<file path="src/rtl/synchronous_fifo_counted_if.sv">
// Producer/consumer bundle for the counted synchronous FIFO.
// The master side drives requests; the slave side is the FIFO itself.
interface synchronous_fifo_counted_if #(
  parameter int DEPTH      = 8,
  parameter int DATA_WIDTH = 8
);
  localparam int CW = $clog2(DEPTH + 1);

  logic                  push;
  logic                  poll;
  logic                  flush;
  logic                  clr_err;
  logic [DATA_WIDTH-1:0] data_in;
  logic [DATA_WIDTH-1:0] head;
  logic [DATA_WIDTH-1:0] tail;
  logic [CW-1:0]         count;
  logic                  full;
  logic                  empty;
  logic                  almost_full;
  logic                  almost_empty;
  logic                  overflow;
  logic                  underflow;

  modport master (
    output push, poll, flush, clr_err, data_in,
    input  head, tail, count, full, empty,
    input  almost_full, almost_empty,
    input  overflow, underflow
  );

  modport slave (
    input  push, poll, flush, clr_err, data_in,
    output head, tail, count, full, empty,
    output almost_full, almost_empty,
    output overflow, underflow
  );
endinterface

</file>
<file path="src/rtl/synchronous_fifo_counted.sv">
// Single-clock FIFO with registered occupancy count, threshold flags,
// flush and sticky overflow/underflow; DEPTH need not be a power of two.
module synchronous_fifo_counted #(
  parameter int DEPTH      = 8,
  parameter int DATA_WIDTH = 8,
  parameter int AF_THRESH  = DEPTH - 1,
  parameter int AE_THRESH  = 1
) (
  input logic clk,
  input logic rst,
  synchronous_fifo_counted_if.slave bus
);
  localparam int CW = $clog2(DEPTH + 1);
  localparam int PW = (DEPTH > 1) ? $clog2(DEPTH) : 1;
  localparam logic [PW-1:0] LAST = PW'(DEPTH - 1);

  logic [DATA_WIDTH-1:0] mem [DEPTH];
  logic [PW-1:0] w_ptr, r_ptr;
  logic [PW-1:0] w_nxt, r_nxt, t_idx;
  logic [CW-1:0] cnt_q, cnt_d;
  logic          full_w, empty_w;
  logic          push_acc, poll_acc;
  logic          ovf_q, unf_q;
  logic          ovf_set, unf_set;

  assign full_w  = (cnt_q == CW'(DEPTH));
  assign empty_w = (cnt_q == '0);

  // A full FIFO still accepts a push when a poll frees the head slot.
  assign poll_acc = bus.poll & ~empty_w;
  assign push_acc = bus.push & (~full_w | bus.poll);

  assign w_nxt = (w_ptr == LAST) ? '0 : w_ptr + PW'(1);
  assign r_nxt = (r_ptr == LAST) ? '0 : r_ptr + PW'(1);
  assign t_idx = (w_ptr == '0) ? LAST : w_ptr - PW'(1);

  assign cnt_d = cnt_q + CW'(push_acc) - CW'(poll_acc);

  assign ovf_set = ~bus.flush & bus.push & ~push_acc;
  assign unf_set = ~bus.flush & bus.poll & empty_w & ~bus.push;

  always_ff @(posedge clk) begin
    if (rst) begin
      w_ptr <= '0;
      r_ptr <= '0;
      cnt_q <= '0;
    end else if (bus.flush) begin
      w_ptr <= '0;
      r_ptr <= '0;
      cnt_q <= '0;
    end else begin
      if (push_acc) w_ptr <= w_nxt;
      if (poll_acc) r_ptr <= r_nxt;
      cnt_q <= cnt_d;
    end
  end

  always_ff @(posedge clk) begin
    if (rst) begin
      ovf_q <= 1'b0;
      unf_q <= 1'b0;
    end else begin
      ovf_q <= ovf_set | (ovf_q & ~bus.clr_err);
      unf_q <= unf_set | (unf_q & ~bus.clr_err);
    end
  end

  always_ff @(posedge clk) begin
    if (!rst && !bus.flush && push_acc) mem[w_ptr] <= bus.data_in;
  end

  assign bus.count        = cnt_q;
  assign bus.full         = full_w;
  assign bus.empty        = empty_w;
  assign bus.almost_full  = (cnt_q >= CW'(AF_THRESH));
  assign bus.almost_empty = (cnt_q <= CW'(AE_THRESH));
  assign bus.overflow     = ovf_q;
  assign bus.underflow    = unf_q;
  assign bus.head         = empty_w ? '0 : mem[r_ptr];
  assign bus.tail         = empty_w ? '0 : mem[t_idx];
endmodule

</file>
<file path="src/flat_wrapper.sv">
// flat-port wrapper written by rule: the top's interface ports become plain ports
module synchronous_fifo_counted_flat 
#(
  parameter int DEPTH      = 8,
  parameter int DATA_WIDTH = 8,
  parameter int AF_THRESH  = DEPTH - 1,
  parameter int AE_THRESH  = 1
)
  (clk, rst, bus_push, bus_poll, bus_flush, bus_clr_err, bus_data_in, bus_head, bus_tail, bus_count, bus_full, bus_empty, bus_almost_full, bus_almost_empty, bus_overflow, bus_underflow);
  synchronous_fifo_counted_if #(.DEPTH(DEPTH), .DATA_WIDTH(DATA_WIDTH)) bus_i ();
  input logic clk;
  input logic rst;
  input wire logic [$bits(bus_i.push)-1:0] bus_push;
  input wire logic [$bits(bus_i.poll)-1:0] bus_poll;
  input wire logic [$bits(bus_i.flush)-1:0] bus_flush;
  input wire logic [$bits(bus_i.clr_err)-1:0] bus_clr_err;
  input wire logic [$bits(bus_i.data_in)-1:0] bus_data_in;
  output wire logic [$bits(bus_i.head)-1:0] bus_head;
  output wire logic [$bits(bus_i.tail)-1:0] bus_tail;
  output wire logic [$bits(bus_i.count)-1:0] bus_count;
  output wire logic [$bits(bus_i.full)-1:0] bus_full;
  output wire logic [$bits(bus_i.empty)-1:0] bus_empty;
  output wire logic [$bits(bus_i.almost_full)-1:0] bus_almost_full;
  output wire logic [$bits(bus_i.almost_empty)-1:0] bus_almost_empty;
  output wire logic [$bits(bus_i.overflow)-1:0] bus_overflow;
  output wire logic [$bits(bus_i.underflow)-1:0] bus_underflow;
  assign bus_i.push = bus_push;
  assign bus_i.poll = bus_poll;
  assign bus_i.flush = bus_flush;
  assign bus_i.clr_err = bus_clr_err;
  assign bus_i.data_in = bus_data_in;
  assign bus_head = bus_i.head;
  assign bus_tail = bus_i.tail;
  assign bus_count = bus_i.count;
  assign bus_full = bus_i.full;
  assign bus_empty = bus_i.empty;
  assign bus_almost_full = bus_i.almost_full;
  assign bus_almost_empty = bus_i.almost_empty;
  assign bus_overflow = bus_i.overflow;
  assign bus_underflow = bus_i.underflow;
  synchronous_fifo_counted #(.DEPTH(DEPTH), .DATA_WIDTH(DATA_WIDTH), .AF_THRESH(AF_THRESH), .AE_THRESH(AE_THRESH)) u_core (.clk(clk), .rst(rst), .bus(bus_i));
endmodule
</file>
<file path="config.mk">
export PLATFORM = sky130hd
export DESIGN_NAME = synchronous_fifo_counted_flat
export DESIGN_NICKNAME = d
export VERILOG_FILES = /design/src/rtl/synchronous_fifo_counted_if.sv /design/src/rtl/synchronous_fifo_counted.sv /design/src/flat_wrapper.sv
export SDC_FILE = /design/constraint.sdc
export NUM_CORES = 1
export LEC_CHECK = 0
export CAP_MARGIN = 20
export CORE_MARGIN = 2
export CORE_UTILIZATION = 40
export CTS_CLUSTER_SIZE = 25
export DETAILED_ROUTE_END_ITERATION = 12
export PLACE_DENSITY = 0.61
export RECOVER_POWER = 25
export SETUP_SLACK_MARGIN = 0.4
export SYNTH_ARGS = -nofsm -noshare
export SYNTH_HDL_FRONTEND = slang
export SYNTH_SLANG_ARGS = --single-unit
</file>
<file path="constraint.sdc">
create_clock -name clk -period 3 [get_ports clk]
set_clock_uncertainty 0.1 [all_clocks]
set_input_delay 0.45 -clock clk [delete_from_list [all_inputs] [get_ports clk]]
set_output_delay 0.45 -clock clk [all_outputs]
set_load 0.1 [all_outputs]
</file>
==> results.txt, run 1 <==
The initial antenna violation count is 0. The clock-pin slew on the worst setup and hold paths is 0.08 ns. The number of instances in the placed design is 495. STA classifies the critical path startpoint as a flop. The count of routing violations after the opening detailed-route iteration came out at 151. The number of global-route vias before repair came out at 2742. Wires add up to 9610 um.

In this run the most critical hold path is launched from u_core.r_ptr[0]. The switching power summed over all nets is 2480 uW. The clock latency on the worst-skew pair is 0.35 ns. After the flow finishes, the layout carries non-filler instances totaling 519. The routed via count divided by cell count is 5.35.

The largest area contributor in the synthesized netlist is sky130_fd_sc_hd__edfxtp_1. In this run the horizontal extent of the chip is 106 um. Among all flip-flop cells after synthesis, the most frequent one is sky130_fd_sc_hd__edfxtp_1. The total overflow left after global routing is 0. After technology mapping, the gate count stands at 323.

The endpoint type of the worst setup path is a primary output. The sum of negative setup slack is 0 ns. The startpoint identified for the worst register-to-register timing path is u_core.bus.count[2].

TritonCTS built the clock tree. The routability congestion estimate from global placement came out at 0.793. The worst hold path passes through 2 cells. The top cell types in the final layout, fill and taps aside, are 64 x sky130_fd_sc_hd__edfxtp_1, 30 x sky130_fd_sc_hd__buf_4, 27 x sky130_fd_sc_hd__nor2_1. The number of endpoints with negative hold slack in the final report was 0. The count of TritonRoute iterations in the first routing pass is 5. The HPWL after detailed placement came out at 6440 um. Setup repair after global routing could not meet its margin everywhere. The finished cells cover 5390 um^2. The critical path data arrival time came out at 2.09 ns. Power spread over the standard cell area amounts to 957 nW/um^2. The number of endpoints failing setup at the final stage came out at 0. The worst voltage drop across the vdd grid came out at 832 uV. The number of different library cells used by synthesis comes to 40.

The sequential area share after synthesis came out at 0.538. Internal power comes to 2680 uW. The net count of the finished layout came out at 407.

Measured against its own limit, the worst slew margin works out to 0.283. The initial utilization of the core area, before any placement, comes to 0.406. From bottom edge to top edge, the die measures 106 um. The number of hold buffers added after CTS was 0. The remaining antenna violation count came out at 0. The count of flip-flops with a built-in enable after synthesis came out at 64. The path with the worst hold slack has its endpoint at u_core.r_ptr[0]. The core region is 10200 um^2.

The number of levels the H-tree was split into came out at 3. The completed layout was analyzed and its total power is 5160 uW. Entering global routing, the biggest net connects 27 pins. The flop-to-flop setup slack came out at 0.51 ns. After synthesis, the cell types taking the most area are sky130_fd_sc_hd__edfxtp_1 47%, sky130_fd_sc_hd__mux4_2 8.7%, sky130_fd_sc_hd__dfxtp_1 7.3%.

Of the total power, the share spent switching nets is 0.481. The power share of the clock group came out at 0.132. The clock net in this run drives a total of 79 sinks. The total inserted antenna cells came out at 0. In the final routed layout, each cell accounts on average for 18.5 um.

The number of nets produced by synthesis came out at 352. In the final layout, the share of cells above drive strength 1 is 0.428. The post-route minimum period came out at 2.64 ns. The number of pins with negative max-slew slack in the final report was 0. The power share of the combinational group is 0.621. The flow ran to the end, and the final reports show no timing, DRC or antenna violations. The flop and latch count out of synthesis came out at 79. The standard-cell row count came out at 37. The synthesized area per cell is 12.8 um^2. The endpoint of the most critical register-to-register path is u_core.mem[2][7]. In this run, CTS created clock tree buffers numbering 9. The boundary pin count came out at 40.

The worst reg2reg path depth came out at 7. The detailed router placed 2775 vias in this run. After detailed routing, the number of remaining DRC violations is 0. The post-synthesis cell area came out at 4130 um^2.

The achievable clock frequency is 379 MHz. The worst setup path is of the flop to primary output kind. In this run the tool buffered the top-level ports with 39 buffer cells.

The floorplan die area came out at 11200 um^2. The data required time at the worst endpoint is 2.45 ns. The library cell used most frequently in the layout, excluding fill and tap cells, is sky130_fd_sc_hd__edfxtp_1. The share of the synthesized area in the top cell type came out at 0.465. In this run the worst path has a maximum fanout of 4. The tightest min-delay check is of the flop to flop type. The instance area after placement is 5030 um^2.

The first-pass GRT wire length came out at 15100 um. The clock passes through at most 2 buffers. The count of maximum capacitance violations came out at 0. The leakage power of the design is 0.00187 uW. The post-synthesis async set-or-reset flop share is 0. During synthesis, Yosys emitted a total of 0 warnings.

The layout-stage area growth over the synthesis result came out at 30.5%. For the pin with the worst max-slew slack, the measured transition is 1.07 ns. The share of total power dissipated in sequential elements is 0.247. In the global route stage, overall resource usage came out at 0.182. The cell chosen for the clock root is sky130_fd_sc_hd__clkbuf_8.

The final worst-path cycle share is 0.878.
Yosys cell counts (2+ instances only):
cell and number:
sky130_fd_sc_hd__mux2_2 16, sky130_fd_sc_hd__a21oi_1 7, sky130_fd_sc_hd__inv_1 28, sky130_fd_sc_hd__nand2_1 9, sky130_fd_sc_hd__nor2_1 39, sky130_fd_sc_hd__o22ai_2 8
sky130_fd_sc_hd__mux2i_1 10, sky130_fd_sc_hd__nand2b_1 4, sky130_fd_sc_hd__buf_6 4, sky130_fd_sc_hd__o22ai_1 16, sky130_fd_sc_hd__a32oi_1 2, sky130_fd_sc_hd__buf_2 11
sky130_fd_sc_hd__dfxtp_1 15, sky130_fd_sc_hd__ha_1 14, sky130_fd_sc_hd__nand3_1 3, sky130_fd_sc_hd__nor3_1 2, sky130_fd_sc_hd__o21ai_1 8, sky130_fd_sc_hd__clkbuf_1 4
sky130_fd_sc_hd__a31oi_1 16, sky130_fd_sc_hd__mux4_2 16, sky130_fd_sc_hd__edfxtp_1 64, sky130_fd_sc_hd__o21ai_2 8, sky130_fd_sc_hd__or3_1 2
critical path, cell delays in order (launching register included):
cell	delay, ns
sky130_fd_sc_hd__dfxtp_2	0.36
sky130_fd_sc_hd__inv_4	0.06
sky130_fd_sc_hd__ha_4	0.15
sky130_fd_sc_hd__or3_4	0.39
sky130_fd_sc_hd__a21oi_4	0.16
sky130_fd_sc_hd__buf_6	0.15
sky130_fd_sc_hd__o21ai_2	0.07
sky130_fd_sc_hd__o22ai_4	0.19
sky130_fd_sc_hd__buf_12	0.20
cell type report:
type	instances	area, um^2
sequential	79	2240
clock inverter	5	31.3
inverter	29	119
timing repair buffer	65	761
clock buffer	11	131
fill	876	4790
multi-input combinational	194	1940
tap	136	170
power groups by stage:
stage | sequential, uW | clock [uW] | combinational (uW)
3_3_place_gp | 1290 | 0 | 3030
6_report | 1270 | 682 | 3200
3_5_place_dp | 1290 | 0 | 3040
5_1_grt | 1280 | 737 | 3330
4_1_cts | 1270 | 697 | 3190
2_1_floorplan | 1440 | 0 | 2010
logic make-up after synthesis:
group	share of synthesized area
compound gates	0.118
xor+xnor	0.00424
fa+ha+maj	0.0472
buf+inv	0.0600
flops	0.538
mux	0.155
simple gates	0.0778
state kept, by name, indices dropped and copies added, names as in the netlist, named ones only:
register              count
u_core.w_ptr              3
u_core.bus.underflow      1
u_core.bus.count          4
u_core.mem               64
u_core.bus.overflow       1
u_core.r_ptr              3
layer usage:
| metal | vias up | wire length, um | GRT usage |
|---|---|---|---|
| li1 | 1324 | - | - |
| met1 | 1386 | 4120 | 0.240 |
| met2 | 60 | 5060 | 0.309 |
| met3 | 5 | 371 | 0.0346 |
| met4 | 0 | 64 | 0.0479 |
| met5 | - | 0 | 0 |
worst max path at each step:
stage               startpoint                to  slack [ns]
2_1_floorplan  u_core.w_ptr[0]       bus_tail[0]        0.20
3_3_place_gp          bus_poll  u_core.mem[7][5]        0.27
3_5_place_dp          bus_poll  u_core.mem[7][5]        0.24
4_1_cts        u_core.w_ptr[1]       bus_tail[4]        0.37
5_1_grt        u_core.w_ptr[0]       bus_tail[4]        0.30
6_report       u_core.w_ptr[0]       bus_tail[4]        0.36
stage by stage:
step           hold WS [ns]  setup slack (ns)   util
2_1_floorplan         0.363             0.196      -
3_3_place_gp          0.387             0.271  0.494
3_5_place_dp          0.395             0.240  0.494
4_1_cts               0.414             0.367  0.526
5_1_grt               0.432             0.298  0.529
6_report              0.406             0.365  0.529
repair_timing:
item	CTS	global route
setup endpoints to repair	18	64
pin swaps	9	1
resized for setup	24	10
gates cloned	0	0
buffers inserted	7	1
Note: power is estimated with default switching activity, not from simulation.
==> run 2, diff against run 1 <==
--- a/config.mk
+++ b/config.mk
@@ -9,6 +9,6 @@
 export CORE_MARGIN = 2
-export CORE_UTILIZATION = 40
+export CORE_UTILIZATION = 30
 export CTS_CLUSTER_SIZE = 25
 export DETAILED_ROUTE_END_ITERATION = 12
-export PLACE_DENSITY = 0.61
+export PLACE_DENSITY = 0.49
 export RECOVER_POWER = 25
==> constraint.sdc (replaced) <==
create_clock -name clk -period 3 [get_ports clk]
set_clock_uncertainty 0.1 [all_clocks]
set_input_delay 0.75 -clock clk [delete_from_list [all_inputs] [get_ports clk]]
set_output_delay 0.75 -clock clk [all_outputs]
set_load 0.1 [all_outputs]
==> run 2 against run 1 <==
Against the previous run:
- sequential cell count did not move
- global-route usage fell by 3.2 points
- total power rose by 14%
- combinational power rose by 6.6%
- wire length rose by 6.7%
- final area rose by 8.4%
- highest routed layer unchanged
==> results.txt, run 2 (synthesized netlist as in run 1, its figures left out) <==
The worst slew slack as a fraction of its limit came out at 0.608 (was 0.283). RSZ-0062 raised after global routing: yes (unchanged). The number of global-route vias before repair is 2806 (was 2742). The standard-cell row count was 42 (was 37). The maximum fanout along the worst path is 4 (unchanged).

The worst stage delay on the critical path came out at 0.39 ns (about the same). The pin slew with the least headroom to its limit is 0.587 ns (was 1.07 ns). The layout-stage area growth over the synthesis result was 41.4% (was 30.5%). The total area of sequential cells is 2240 um^2 (about the same). The detailed-route wire length was 10300 um (was 9610 um).

The worst voltage drop across the vdd grid came out at 564 uV (was 832 uV). The endpoint type of the worst setup path is a primary output (unchanged). The maximum number of pins on one net before global-route repair is 53 (was 27). The cts-stage hold buffer count came out at 0 (unchanged).

The class of the worst hold path is flop to flop (unchanged). The boundary pin count is 40 (unchanged). The nature of the critical path startpoint is a flop (unchanged). The number of pins with negative max-slew slack in the final report came out at 0 (unchanged). The die extent in x is 121 um (was 106 um). The clock-pin slew on the worst setup and hold paths is 0.06 ns (was 0.08 ns). The first-pass GRT wire length is 16100 um (was 15100 um).

The count of routing violations after the opening detailed-route iteration is 184 (was 151). The count of clock tree sinks came out at 79 (unchanged). The post-place setup slack is -0.00888 ns (was 0.240 ns). The cell chosen for the clock root was sky130_fd_sc_hd__clkbuf_16 (was sky130_fd_sc_hd__clkbuf_8). The count of TritonRoute iterations in the first routing pass came to 4 (was 5).

The remaining design rule violation count is 0 (unchanged). The number of buffers inserted by port buffering came out at 39 (unchanged). The register with the most flip-flops is u_core.mem (unchanged). The total power draw is 5860 uW (was 5160 uW). The average detailed-routed wire length per instance came to 18.0 um (was 18.5 um). The effective utilization at floorplan was 0.310 (was 0.406). The count of maximum capacitance violations came out at 0 (unchanged). The net count of the finished layout came out at 419 (was 407).

The buffer levels on the longest clock path is 2 (unchanged). The total global-route track usage is 0.150 (was 0.182). The data required time at the worst endpoint came to 2.15 ns (was 2.45 ns). The leakage power of the design came out at 0.00202 uW (was 0.00187 uW). The final worst-path cycle share is 0.985 (was 0.878). The cell with the largest stage delay on the worst path is sky130_fd_sc_hd__or3_4 (unchanged). The number of endpoints with negative hold slack in the final report came out at 0 (unchanged).

The number of instances in the placed design was 543 (was 495). The total CTS buffers is 9 (unchanged). The chip height came to 121 um (was 106 um). The critical path data arrival time is 2.11 ns (was 2.09 ns). The total inserted antenna cells is 0 (unchanged). The worst-case setup margin in the final layout came out at 0.0443 ns (was 0.365 ns). The routed via count divided by cell count is 4.87 (was 5.35). The sum of negative setup slack was 0 ns (unchanged). The achievable clock frequency came out at 338 MHz (was 379 MHz).

The area inside the core boundary is 13300 um^2 (was 10200 um^2). The routability congestion estimate from global placement came to 0.768 (was 0.793). The commonest non-fill, non-tap cell in the layout was sky130_fd_sc_hd__edfxtp_1 (unchanged). The footprint of the multi-input gates came out at 2040 um^2 (was 1940 um^2).

The remaining antenna violation count is 0 (unchanged). The critical path start-end classification is flop to primary output (unchanged). The power per cell area was 1000 nW/um^2 (was 957 nW/um^2).

Critical Path, Cell by Cell: inv_4, ha_4, or3_4, a21oi_4, buf_6, o21ai_4, o22ai_4, buf_12 (was inv_4, ha_4, or3_4, a21oi_4, buf_6, o21ai_2, o22ai_4, buf_12). The count of non-filler cells in the finished layout is 571 (was 519). The number of levels the H-tree was split into is 3 (unchanged). The flop-to-flop setup slack came out at 0.47 ns (was 0.51 ns). The total number of vias came out at 2782 (was 2775).

The initial antenna violation count came out at 0 (unchanged). The number of flip-flops in the largest register came out at 64 (unchanged). The HPWL after detailed placement came out at 6780 um (was 6440 um). The post-route minimum period was 2.96 ns (was 2.64 ns). The total overflow reported by the global router came out at 0 (unchanged). The clock latency on the worst-skew pair came out at 0.33 ns (was 0.35 ns). The number of endpoints failing setup at the final stage is 0 (unchanged). The worst hold margin came out at 0.398 ns (was 0.406 ns). The fraction of layout cells with a size suffix above 1 came out at 0.486 (was 0.428). Highest-count cells in the layout ignoring fill and taps: 64 x sky130_fd_sc_hd__edfxtp_1, 35 x sky130_fd_sc_hd__buf_4, 25 x sky130_fd_sc_hd__nor2_1 (was 64 x sky130_fd_sc_hd__edfxtp_1, 30 x sky130_fd_sc_hd__buf_4, 27 x sky130_fd_sc_hd__nor2_1). The TritonCTS clock tree is yes (unchanged). Outcome: finished clean (unchanged).

The floorplan die area was 14700 um^2 (was 11200 um^2). The count of filler cells inserted in the layout is 1252 (was 876).
## run 2: worst max-delay path: cells and delay by family (launching register included)
kind                     cells  cell delay, ns
flip-flops                   1            0.36
buffers and inverters        3            0.41
adder cells (fa/ha/maj)      1            0.15
AND/OR/NAND/NOR              1            0.39
AO/OA/AOI/OAI                3            0.45
## run 2: final cells by class
cell class,count,area share
flip-flops and latches,79,0.383
multi-input cells,194,0.350
repair buffers,77,0.154
clock buffers,9,0.0386
well taps,176,0.0377
inverters,29,0.0199
clock inverters,7,0.0161
## run 2: power breakdown
part	internal (uW)	total, uW	switching (uW)	leakage, uW
registers	1230	1280	47.6	0.000703
logic	1300	3410	2120	0.00116
clock network	730	1170	442	0.000154
## run 2: path summary, 6_finish.rpt
path	to	from	depth (start not counted)
max	bus_tail[7]	u_core.w_ptr[0]	8
min	u_core.bus.underflow	u_core.bus.underflow	2
max reg2reg	u_core.bus.count[1]	u_core.bus.count[2]	14
min reg2reg	u_core.bus.underflow	u_core.bus.underflow	2
## run 2: stage by stage
step / cell area [um^2] / util
CTS: 5670 / 0.425
detailed placement: 5170 / 0.387
global route: 5840 / 0.438
finish: 5840 / 0.438
global placement: 5170 / 0.387
floorplan: 4350 / -
## run 2: what timing repair did
action                                  CTS  global route
hold endpoints to repair                  0             0
gates resized for setup                  35            23
gates cloned                              1             0
setup buffers                             5             6
endpoints found under the setup margin   35            59
pin swaps                                20             4
## run 2: per-layer routing
metal | track usage | vias up | share of wire
li1 | - | 1355 | -
met2 | 0.239 | 64 | 0.49
met5 | 0 | - | 0
met1 | 0.206 | 1356 | 0.44
met3 | 0.0291 | 7 | 0.049
met4 | 0.0517 | 0 | 0.011
==> run 3, diff against run 2 <==
SLEW_MARGIN = 5   (was not set)
==> results of run 3 <==
Same layout as run 2: the final DEF is identical, and so are final timing and power.
